`src/rtl/uart_op_pkg.sv`:
```
// Shared constants and types for the UART operation engine.
package uart_op_pkg;

  localparam logic [7:0] OP_ADD   = 8'h00;
  localparam logic [7:0] OP_SUB   = 8'h01;
  localparam logic [7:0] OP_MUL   = 8'h02;
  localparam logic [7:0] OP_XOR   = 8'h03;
  localparam logic [7:0] NAK_BYTE = 8'hEE;

  // Encoding is also what state_dbg shows on the LEDs.
  typedef enum logic [2:0] {
    IDLE    = 3'd0,
    RX_OPND = 3'd1,
    ACCUM   = 3'd2,
    TX_LOAD = 3'd3,
    TX_WAIT = 3'd4
  } state_t;

  function automatic logic opcode_valid(input logic [7:0] op);
    return op <= OP_XOR;
  endfunction

endpackage

```
`src/rtl/uart_op_engine_if.sv`:
```
// Byte handshake between uart_rx/uart_tx and the operation engine.
// master: engine side; slave: UART side.
interface uart_op_engine_if;
  logic       rx_valid;
  logic [7:0] rx_data;
  logic       tx_start;
  logic [7:0] tx_data;
  logic       tx_done;

  modport master (input rx_valid, rx_data, tx_done, output tx_start, tx_data);
  modport slave  (output rx_valid, rx_data, tx_done, input tx_start, tx_data);
endinterface

```
`src/rtl/uart_op_alu.sv`:
```
// Combinational RW-wide ALU: one fold step acc OP operand, modulo 2^RW.
module uart_op_alu
  import uart_op_pkg::*;
#(
  parameter int unsigned RW = 16
) (
  input  logic [7:0]    opcode,
  input  logic [RW-1:0] acc,
  input  logic [RW-1:0] operand,
  output logic [RW-1:0] result
);

  // Select the operation; MUL keeps only the low RW bits.
  always_comb begin
    result = acc;
    case (opcode)
      OP_ADD:  result = acc + operand;
      OP_SUB:  result = acc - operand;
      OP_MUL:  result = acc * operand;
      OP_XOR:  result = acc ^ operand;
      default: result = acc;
    endcase
  end

endmodule

```
`src/rtl/uart_op_engine.sv`:
```
// UART packet engine: opcode + NUM_OPERANDS operands in, folded result out
// LSB first. Define UART_OP_CHECKSUM_EN to append an XOR trailer byte.
module uart_op_engine
  import uart_op_pkg::*;
#(
  parameter int unsigned DATA_BYTES     = 1,
  parameter int unsigned NUM_OPERANDS   = 2,
  parameter int unsigned RESULT_BYTES   = 2,
  parameter int unsigned TIMEOUT_CYCLES = 1000000
) (
  input  logic                clk,
  input  logic                reset,
  uart_op_engine_if.master    bus,
  output logic                busy,
  output logic                done,
  output logic                error,
  output logic [2:0]          state_dbg
);

  localparam int unsigned DW  = 8 * DATA_BYTES;
  localparam int unsigned RW  = 8 * RESULT_BYTES;
  localparam int unsigned BCW = $clog2(DATA_BYTES) + 1;
  localparam int unsigned OCW = $clog2(NUM_OPERANDS) + 1;
  localparam int unsigned ICW = $clog2(RESULT_BYTES + 2) + 1;
  localparam int unsigned TCW = $clog2(TIMEOUT_CYCLES + 1) + 1;
`ifdef UART_OP_CHECKSUM_EN
  localparam int unsigned TRAILER = 1;
`else
  localparam int unsigned TRAILER = 0;
`endif

  state_t           state;
  logic [7:0]       opcode;
  logic [DW-1:0]    opnd;
  logic [DW-1:0]    opnd_shift;
  logic [RW-1:0]    acc;
  logic [RW-1:0]    opnd_ext;
  logic [RW-1:0]    alu_out;
  logic [BCW-1:0]   byte_cnt;
  logic [OCW-1:0]   opnd_cnt;
  logic [ICW-1:0]   idx;
  logic [ICW-1:0]   tx_last;
  logic [TCW-1:0]   tmo_cnt;
  logic             nak;
  logic [7:0]       csum;
  logic [7:0]       tx_byte;

  assign opnd_shift = (opnd >> 8) | (DW'(bus.rx_data) << (DW - 8));
  assign opnd_ext   = RW'(opnd);
  assign tx_last    = nak ? ICW'(TRAILER) : ICW'(RESULT_BYTES - 1 + TRAILER);
  assign busy       = (state != IDLE);
  assign state_dbg  = state;

  uart_op_alu #(.RW(RW)) u_alu (
    .opcode  (opcode),
    .acc     (acc),
    .operand (opnd_ext),
    .result  (alu_out)
  );

  // Pick the next response byte: NAK, a result byte, or the XOR trailer.
  always_comb begin
    csum = '0;
    for (int unsigned i = 0; i < RESULT_BYTES; i++) csum ^= acc[8*i +: 8];
    if (nak)                              tx_byte = NAK_BYTE;
    else if (idx < ICW'(RESULT_BYTES))    tx_byte = 8'(acc >> (8 * idx));
    else                                  tx_byte = csum;
  end

  // Packet FSM with operand assembly, inter-byte timeout and response sequencing.
  always_ff @(posedge clk) begin
    if (!reset) begin
      state    <= IDLE;
      opcode   <= '0;
      opnd     <= '0;
      acc      <= '0;
      byte_cnt <= '0;
      opnd_cnt <= '0;
      idx      <= '0;
      tmo_cnt  <= '0;
      nak      <= 1'b0;
      bus.tx_start <= 1'b0;
      bus.tx_data  <= '0;
      done     <= 1'b0;
      error    <= 1'b0;
    end else begin
      bus.tx_start <= 1'b0;
      done         <= 1'b0;

      // An arriving byte always restarts the timeout, even on the expiry cycle.
      if (bus.rx_valid)
        tmo_cnt <= '0;
      else if ((state == RX_OPND || state == ACCUM) && tmo_cnt != TCW'(TIMEOUT_CYCLES))
        tmo_cnt <= tmo_cnt + 1'b1;

      case (state)
        IDLE: begin
          if (bus.rx_valid) begin
            idx <= '0;
            if (opcode_valid(bus.rx_data)) begin
              opcode   <= bus.rx_data;
              error    <= 1'b0;
              nak      <= 1'b0;
              byte_cnt <= '0;
              opnd_cnt <= '0;
              state    <= RX_OPND;
            end else begin
              error <= 1'b1;
              nak   <= 1'b1;
              state <= TX_LOAD;
            end
          end
        end
        RX_OPND: begin
          if (bus.rx_valid) begin
            opnd <= opnd_shift;
            if (byte_cnt == BCW'(DATA_BYTES - 1)) begin
              byte_cnt <= '0;
              state    <= ACCUM;
            end else begin
              byte_cnt <= byte_cnt + 1'b1;
            end
          end else if (tmo_cnt >= TCW'(TIMEOUT_CYCLES - 1)) begin
            error <= 1'b1;
            state <= IDLE;
          end
        end
        ACCUM: begin
          if (bus.rx_valid) error <= 1'b1;
          acc <= (opnd_cnt == '0) ? opnd_ext : alu_out;
          if (opnd_cnt == OCW'(NUM_OPERANDS - 1)) begin
            idx   <= '0;
            state <= TX_LOAD;
          end else begin
            opnd_cnt <= opnd_cnt + 1'b1;
            state    <= RX_OPND;
          end
        end
        TX_LOAD: begin
          if (bus.rx_valid) error <= 1'b1;
          bus.tx_start <= 1'b1;
          bus.tx_data  <= tx_byte;
          state        <= TX_WAIT;
        end
        TX_WAIT: begin
          if (bus.rx_valid) error <= 1'b1;
          if (bus.tx_done) begin
            if (idx == tx_last) begin
              done  <= 1'b1;
              state <= IDLE;
            end else begin
              idx   <= idx + 1'b1;
              state <= TX_LOAD;
            end
          end
        end
        default: state <= IDLE;
      endcase
    end
  end

endmodule

```
`src/flat_wrapper.sv`:
```
// flat-port wrapper written by rule: the top's interface ports become plain ports
module uart_op_engine_flat import uart_op_pkg::*;
#(
  parameter int unsigned DATA_BYTES     = 1,
  parameter int unsigned NUM_OPERANDS   = 2,
  parameter int unsigned RESULT_BYTES   = 2,
  parameter int unsigned TIMEOUT_CYCLES = 1000000
)
  (clk, reset, busy, done, error, state_dbg, bus_rx_valid, bus_rx_data, bus_tx_done, bus_tx_start, bus_tx_data);
  uart_op_engine_if bus_i ();
  input  logic clk;
  input  logic reset;
  output logic busy;
  output logic done;
  output logic error;
  output logic [2:0] state_dbg;
  input wire logic [$bits(bus_i.rx_valid)-1:0] bus_rx_valid;
  input wire logic [$bits(bus_i.rx_data)-1:0] bus_rx_data;
  input wire logic [$bits(bus_i.tx_done)-1:0] bus_tx_done;
  output wire logic [$bits(bus_i.tx_start)-1:0] bus_tx_start;
  output wire logic [$bits(bus_i.tx_data)-1:0] bus_tx_data;
  assign bus_i.rx_valid = bus_rx_valid;
  assign bus_i.rx_data = bus_rx_data;
  assign bus_i.tx_done = bus_tx_done;
  assign bus_tx_start = bus_i.tx_start;
  assign bus_tx_data = bus_i.tx_data;
  uart_op_engine #(.DATA_BYTES(DATA_BYTES), .NUM_OPERANDS(NUM_OPERANDS), .RESULT_BYTES(RESULT_BYTES), .TIMEOUT_CYCLES(TIMEOUT_CYCLES)) u_core (.clk(clk), .reset(reset), .bus(bus_i), .busy(busy), .done(done), .error(error), .state_dbg(state_dbg));
endmodule
```
`config.mk`:
```
export PLATFORM = sky130hd
export DESIGN_NAME = uart_op_engine_flat
export DESIGN_NICKNAME = d
export VERILOG_FILES = /design/src/rtl/uart_op_pkg.sv /design/src/rtl/uart_op_engine_if.sv /design/src/rtl/uart_op_alu.sv /design/src/rtl/uart_op_engine.sv /design/src/flat_wrapper.sv
export SDC_FILE = /design/constraint.sdc
export NUM_CORES = 1
export LEC_CHECK = 0
export CAP_MARGIN = 30
export CORE_MARGIN = 2
export CORE_UTILIZATION = 43
export DETAILED_ROUTE_END_ITERATION = 16
export PLACE_DENSITY = 0.55
export SETUP_SLACK_MARGIN = 0.2
export SYNTH_ARGS = -nofsm -noshare
export SYNTH_HDL_FRONTEND = slang
export SYNTH_SLANG_ARGS = --single-unit
```
`constraint.sdc`:
```
create_clock -name clk -period 14.4 [get_ports clk]
set_input_delay 2.88 -clock clk [delete_from_list [all_inputs] [get_ports clk]]
set_output_delay 2.88 -clock clk [all_outputs]
set_load 0.05 [all_outputs]
```
==> metrics.md, run 1 <==
| Metric | Value |
|---|---|
| Standard cell core area | 17200 um2 |
| Count of inserted antenna diode cells | 0 |
| Post-CTS setup buffer count | 0 |
| Cell area after technology mapping | 7520 um2 |
| Design internal power | 434 uW |
| Sort of element at the start of the critical path | flop |
| Die X-Extent | 136 um |
| Static Leak | 3.52 nW |
| Final standard cell area without fillers | 8190 um2 |
| Die Span Y | 136 um |
| Commonest cells in the netlist | 89 x inv_1, 86 x nand2_1, 74 x nor2_1 |
| Share of the synthesized area in the top cell type | 19.4% |
| Count of final setup violators | 0 |
| Required arrival time at the worst endpoint | 14.63 ns |
| Highest ir drop seen on vdd | 0.0665 mV |
| Final hold slack | 0.480 ns |
| Critical path type | flop to flop |
| Number of synthesized flops with an enable pin | 0 |
| Net Count, Synth | 1048 |
| Element type at the critical path end | flop |
| Total congestion overflow after global routing | 0 |
| Clock period minus final worst setup slack | 5.17 ns |
| Detailed placer's ending HPWL | 14500 um |
| Run status | finished clean |
| Via count of the first global-routing pass | 6029 |
| Maximum buffer depth of the clock tree | 2 |
| Setup total negative slack | 0 ns |
| Proportion of layout cells with a drive suffix above 1 | 4.13% |
| Post-synthesis register bit count | 73 |
| Final core utilization | 47.7% |
| Largest net degree at the start of global routing | 56 |
| Power per cell area | 85.6 nW/um2 |
| Boundary pin count | 27 |
| Latest clock arrival within the worst-skew pair | 0.34 ns |
| Max-slew headroom at the worst pin | 42.6% |
| Number of gates given a new drive strength after cts | 0 |
| Overall die area | 18600 um2 |
| TritonCTS clock tree | built |
| Proportion of synthesized flip-flops having asynchronous set or reset | 0% |
| Share of synthesized area occupied by flip-flops and latches | 19.4% |
| Total Routing Usage GR | 22.0% |
| Layout-stage area growth over the synthesis result | 8.88% |
| Final cycle utilization of the critical path | 35.9% |
| Clock-pin slew of the registers on the worst-case setup and hold paths | 0.06 ns |
| Total vias in the final route | 6165 |
| Syn Inst Count | 921 |
| Routed vias/inst | 5.39 |
| Number of iterations in the first detailed-routing pass | 5 |
| Total count of max-transition violations in the final report | 0 |
| Comb pwr share | 34.4% |
| Number of DRC violations after detailed routing | 0 |
| Most numerous cell in the Yosys netlist | inv_1 |
| Clock power frac | 31.4% |
| Flop pwr share | 34.2% |
| Setup repair after global routing missed its margin | false |
| Power Total | 701 uW |
| Per-cell routed wire length | 16.7 um |
| Violation count after the first detailed-routing iteration | 374 |
| Maximum achievable frequency | 0.193 GHz |
| Worst clock skew | 0.00759 ns |
| Mean area per synthesized cell | 8.17 um2 |
| Crit path arrival time | 5.41 ns |
| Maximum capacitance violations | 0 |
| First-pass GRT wire length | 31700 um |
| Number of antenna violations at the first check in global routing | 0 |
| Switching fraction of total power | 38.1% |
| Global placement routability congestion | 0.850 |
| Path class of the lowest-slack min-delay path | flop to flop |
| Number of synthesis warnings | 0 |
| Post-synth top area cell | dfxtp_1 |
| Starting Density | 43.8% |
| TritonCTS buffer count | 9 |
| Number of hold buffers added after cts | 0 |
| Nets@finish | 1041 |
| Synth area leaders | dfxtp_1 19%, fa_1 16%, ha_1 9.0%, and2_1 6.0%, inv_1 4.4% |
| Worst Tran Pin Value | 0.857 ns |
| Synth Flop Type | dfxtp_1 |
| Power spent charging and discharging nets | 267 uW |
| Row Count | 48 |
| Number of H-tree levels | 3 |
| Clock net sink count | 73 |
| Final hold violation count | 0 |
| Clk root buf | clkbuf_16 |
| Post-synthesis cell type count | 71 |
| Area after DPL | 7900 um2 |
| Routed WL | 19100 um |
| Remaining antenna violation count after routing | 0 |
| Number of inserted filler cells in the final layout | 1721 |
| Port bufs | 26 |
| CP Max Fanout | 17 |
## area by class of cell
class / count / area, um2 / area share [%]
tap: 225 / 282 / 3.44
multi-input combinational: 710 / 5540 / 67.6
timing repair buffer: 29 / 283 / 3.45
clock buffer: 10 / 239 / 2.92
clock inverter: 6 / 51.3 / 0.626
sequential: 73 / 1460 / 17.8
inverter: 91 / 342 / 4.17
## state kept, by name, summed over array words and instances (netlist names)
register             flops
u_core.acc              16
u_core.bus.tx_start      1
u_core.opnd              8
u_core.nak               1
u_core.opnd_cnt          2
u_core.error             1
u_core.state_dbg         3
u_core.opcode            8
u_core.idx               3
u_core.bus.tx_data       8
u_core.done              1
u_core.tmo_cnt          21
## power groups by stage
stage / combinational (mW) / sequential [mW] / clock [mW]
6_report: 0.241 / 0.240 / 0.220
5_1_grt: 0.269 / 0.242 / 0.233
4_1_cts: 0.242 / 0.240 / 0.224
3_5_place_dp: 0.241 / 0.244 / 0
3_3_place_gp: 0.242 / 0.244 / 0
2_1_floorplan: 0.187 / 0.236 / 0
## critical path, stage by stage (launching register included)
cell and delay [ns]:
dfxtp_1 0.77, ha_1 0.34, fa_1 0.42, fa_1 0.47, fa_1 0.54, inv_1 0.05, fa_1 0.52, inv_1 0.04
ha_1 0.34, a21oi_1 0.18, nor2b_1 0.06, a41o_1 0.24, a311oi_1 0.44, xor2_1 0.29, nor4b_1 0.09, a221o_1 0.27
## per-layer routing
metal  vias up  wire, um  track usage, %
met3        26       555            2.24
met4         0       403            6.66
met1      2934      9450            30.8
li1       3094         -               -
met2       111      8700            35.8
met5         -         0               0
## per-stage QoR
stage | setup slack [ns] | std cells
floorplan | 9.75 | 921
global placement | 9.38 | 1128
detailed placement | 9.25 | 1128
CTS | 9.24 | 1144
global route | 8.93 | 1144
finish | 9.23 | 1144
## final timing paths
path	endpoint	slack [ns]	startpoint	cells after the start
worst min register to register	u_core.opcode[6]	0.48	u_core.opcode[6]	1
worst min-delay path	u_core.opcode[6]	0.48	u_core.opcode[6]	1
worst max-delay path	u_core.acc[12]	9.23	u_core.opnd[4]	15
worst max register to register	u_core.acc[12]	9.23	u_core.opnd[4]	15
## kinds of logic (layout without fill, tap and decap cells)
logic type	after synthesis	count (layout)	synth area share, %
adder cells (fa/ha/maj)	115	115	25.2
flip-flops	73	73	19.4
buffers and inverters	138	136	7.02
XOR/XNOR	53	53	6.35
AO/OA/AOI/OAI	176	176	15.7
AND/OR/NAND/NOR	354	354	24.7
multiplexers	12	12	1.60
## placed cells by master (no fill, tap or decap), types with 25 or more instances in the layout
cell type,instances
ha_1,54
a21oi_1,48
xnor2_1,25
dfxtp_1,73
xor2_1,27
nand2_1,86
and2_1,72
fa_1,61
inv_1,89
o21ai_0,36
nor2_1,74
clkdlybuf4s50_1,26
Power figures use the tool's default switching activity.
==> run 2, diff against run 1 <==
Clock period 14.4 ns to 5.3 ns, I/O delays scaled along.
==> metrics.md, run 2 (synthesis gave the netlist of run 1 again) <==
| Metric | Value |
|---|---|
| Biggest register | u_core.tmo_cnt |
| Capturing point of the worst reg2reg path | u_core.acc[12] |
| Proportion of layout cells with a drive suffix above 1 | 6.03% |
| Standard cell core area | 17200 um2 |
| Slack of the worst reg-to-reg path | 0.53 ns |
| Final cycle utilization of the critical path | 90.1% |
| Maximum achievable frequency | 0.209 GHz |
| Hold Crit Depth | 1 |
| Boundary pin count | 27 |
| Worst clock skew | 0.00775 ns |
| Overall die area | 18600 um2 |
| Clock period minus final worst setup slack | 4.77 ns |
| Power per cell area | 246 nW/um2 |
| First-pass GRT wire length | 32400 um |
| Maximum capacitance violations | 0 |
| CP Max Fanout | 12 |
| Via count of the first global-routing pass | 6137 |
| Number of H-tree levels | 3 |
| Hold Crit Endpoint | u_core.opcode[3] |
| Port bufs | 26 |
| Layout-stage area growth over the synthesis result | 10.8% |
| Worst Reg-to-Reg Cells | 14 |
| Clock-pin slew of the registers on the worst-case setup and hold paths | 0.06 ns |
| Source of the worst hold timing path | u_core.opcode[3] |
| Starting Density | 43.8% |
| Nets@finish | 1052 |
| Post-CTS setup buffer count | 0 |
| Final hold violation count | 0 |
| Number of antenna violations at the first check in global routing | 0 |
| Element type at the critical path end | flop |
| Required arrival time at the worst endpoint | 5.53 ns |
| Violation count after the first detailed-routing iteration | 364 |
| Routed vias/inst | 5.50 |
| Clock net sink count | 73 |
| First element of the critical path | u_core.acc[7] |
| Worst Tran Pin Value | 0.924 ns |
| Clk root buf | clkbuf_16 |
| Crit path arrival time | 5.00 ns |
| Commonest cells after routing, fill and taps aside | 89 x inv_1, 86 x nand2_1, 74 x nor2_1 |
| TritonCTS clock tree | built |
| Setup total negative slack | 0 ns |
| Die Span Y | 136 um |
| Area after DPL | 7990 um2 |
| Largest net degree at the start of global routing | 36 |
| Largest registers | u_core.tmo_cnt x21, u_core.acc x16 |
| Number of DRC violations after detailed routing | 0 |
| Count of inserted antenna diode cells | 0 |
| Final standard cell area without fillers | 8340 um2 |
| Maximum buffer depth of the clock tree | 2 |
| Count of final setup violators | 0 |
| Worst r2r src | u_core.acc[7] |
| Run status | finished clean |
| Routed WL | 20200 um |
| Critical path type | flop to flop |
| Total count of max-transition violations in the final report | 0 |
| Largest register FFs | 21 |
| Total vias in the final route | 6349 |
| Remaining antenna violation count after routing | 0 |
| Max-slew headroom at the worst pin | 37.8% |
| Row Count | 48 |
| Per-cell routed wire length | 17.5 um |
| Sort of element at the start of the critical path | flop |
| Number of iterations in the first detailed-routing pass | 5 |
| Latest clock arrival within the worst-skew pair | 0.35 ns |
| Setup repair after global routing missed its margin | false |
| Die X-Extent | 136 um |
| Total congestion overflow after global routing | 0 |
| Path class of the lowest-slack min-delay path | flop to flop |
| TritonCTS buffer count | 9 |
| Detailed placer's ending HPWL | 15700 um |
| Number of hold buffers added after cts | 0 |
| Commonest non-fill, non-tap cell in the layout | inv_1 |
| Highest ir drop seen on vdd | 0.154 mV |
| Global placement routability congestion | 0.871 |
| Total Routing Usage GR | 22.6% |
| Static Leak | 3.61 nW |
| Number of gates given a new drive strength after cts | 0 |
## run 2: cell count changes in the layout (fill, tap and decap cells not counted)
cell	previous run	this run
bufinv_16	0	3
dfxtp_2	0	8
clkbuf_8	1	0
dfxtp_1	73	65
clkinv_4	4	2
buf_4	3	14
clkinvlp_4	1	0
## run 2: worst max-delay path, stage by stage, from the launching register on
cell      delay (ns)
dfxtp_1         0.63
and2_1          0.22
fa_1            0.43
fa_1            0.47
fa_1            0.55
inv_1           0.06
fa_1            0.54
inv_1           0.04
ha_1            0.33
nor2b_1         0.15
a41o_1          0.23
a311oi_1        0.44
xor2_1          0.21
nor4b_1         0.08
a221o_1         0.27
## run 2: stage by stage
stage / hold WS (ns) / instances / setup WS (ns) / power (mW) / util (%)
2_1_floorplan: 0.453 / 921 / 0.648 / 1.15 / -
3_3_place_gp: 0.466 / 1139 / 0.465 / 1.34 / 46.5
3_5_place_dp: 0.471 / 1139 / 0.405 / 1.34 / 46.5
4_1_cts: 0.484 / 1154 / 0.373 / 2.06 / 48.5
5_1_grt: 0.492 / 1154 / 0.242 / 2.16 / 48.5
6_report: 0.480 / 1154 / 0.526 / 2.05 / 48.5
## run 2: layer usage
| layer | up-vias | share of wire, % | track usage, % |
|---|---|---|---|
| met1 | 3069 | 48 | 31.2 |
| met4 | 0 | 2.1 | 6.66 |
| met3 | 25 | 4.8 | 3.09 |
| li1 | 3109 | - | - |
| met5 | - | 0 | 0 |
| met2 | 146 | 45 | 36.8 |
## run 2: cell type report
cell class	instances	area [um2]
clock buffers	9	225
multi-input cells	710	5540
fillers	1753	8840
clock inverters	6	116
flip-flops and latches	73	1470
repair buffers	40	365
well taps	225	282
inverters	91	342
## run 2: worst max-delay path by stage
stage                           to  cells past startpoint
finish              u_core.acc[12]                     14
global route        u_core.acc[12]                     15
CTS                 u_core.acc[12]                     15
detailed placement  u_core.acc[12]                     15
global placement    u_core.acc[12]                     15
floorplan           u_core.acc[12]                     17
## run 2: where the power goes
group / internal, mW / switching [mW] / leakage, nW
Clock: 0.461 / 0.259 / 0.166
Sequential: 0.576 / 0.0620 / 0.594
Combinational: 0.278 / 0.418 / 2.85
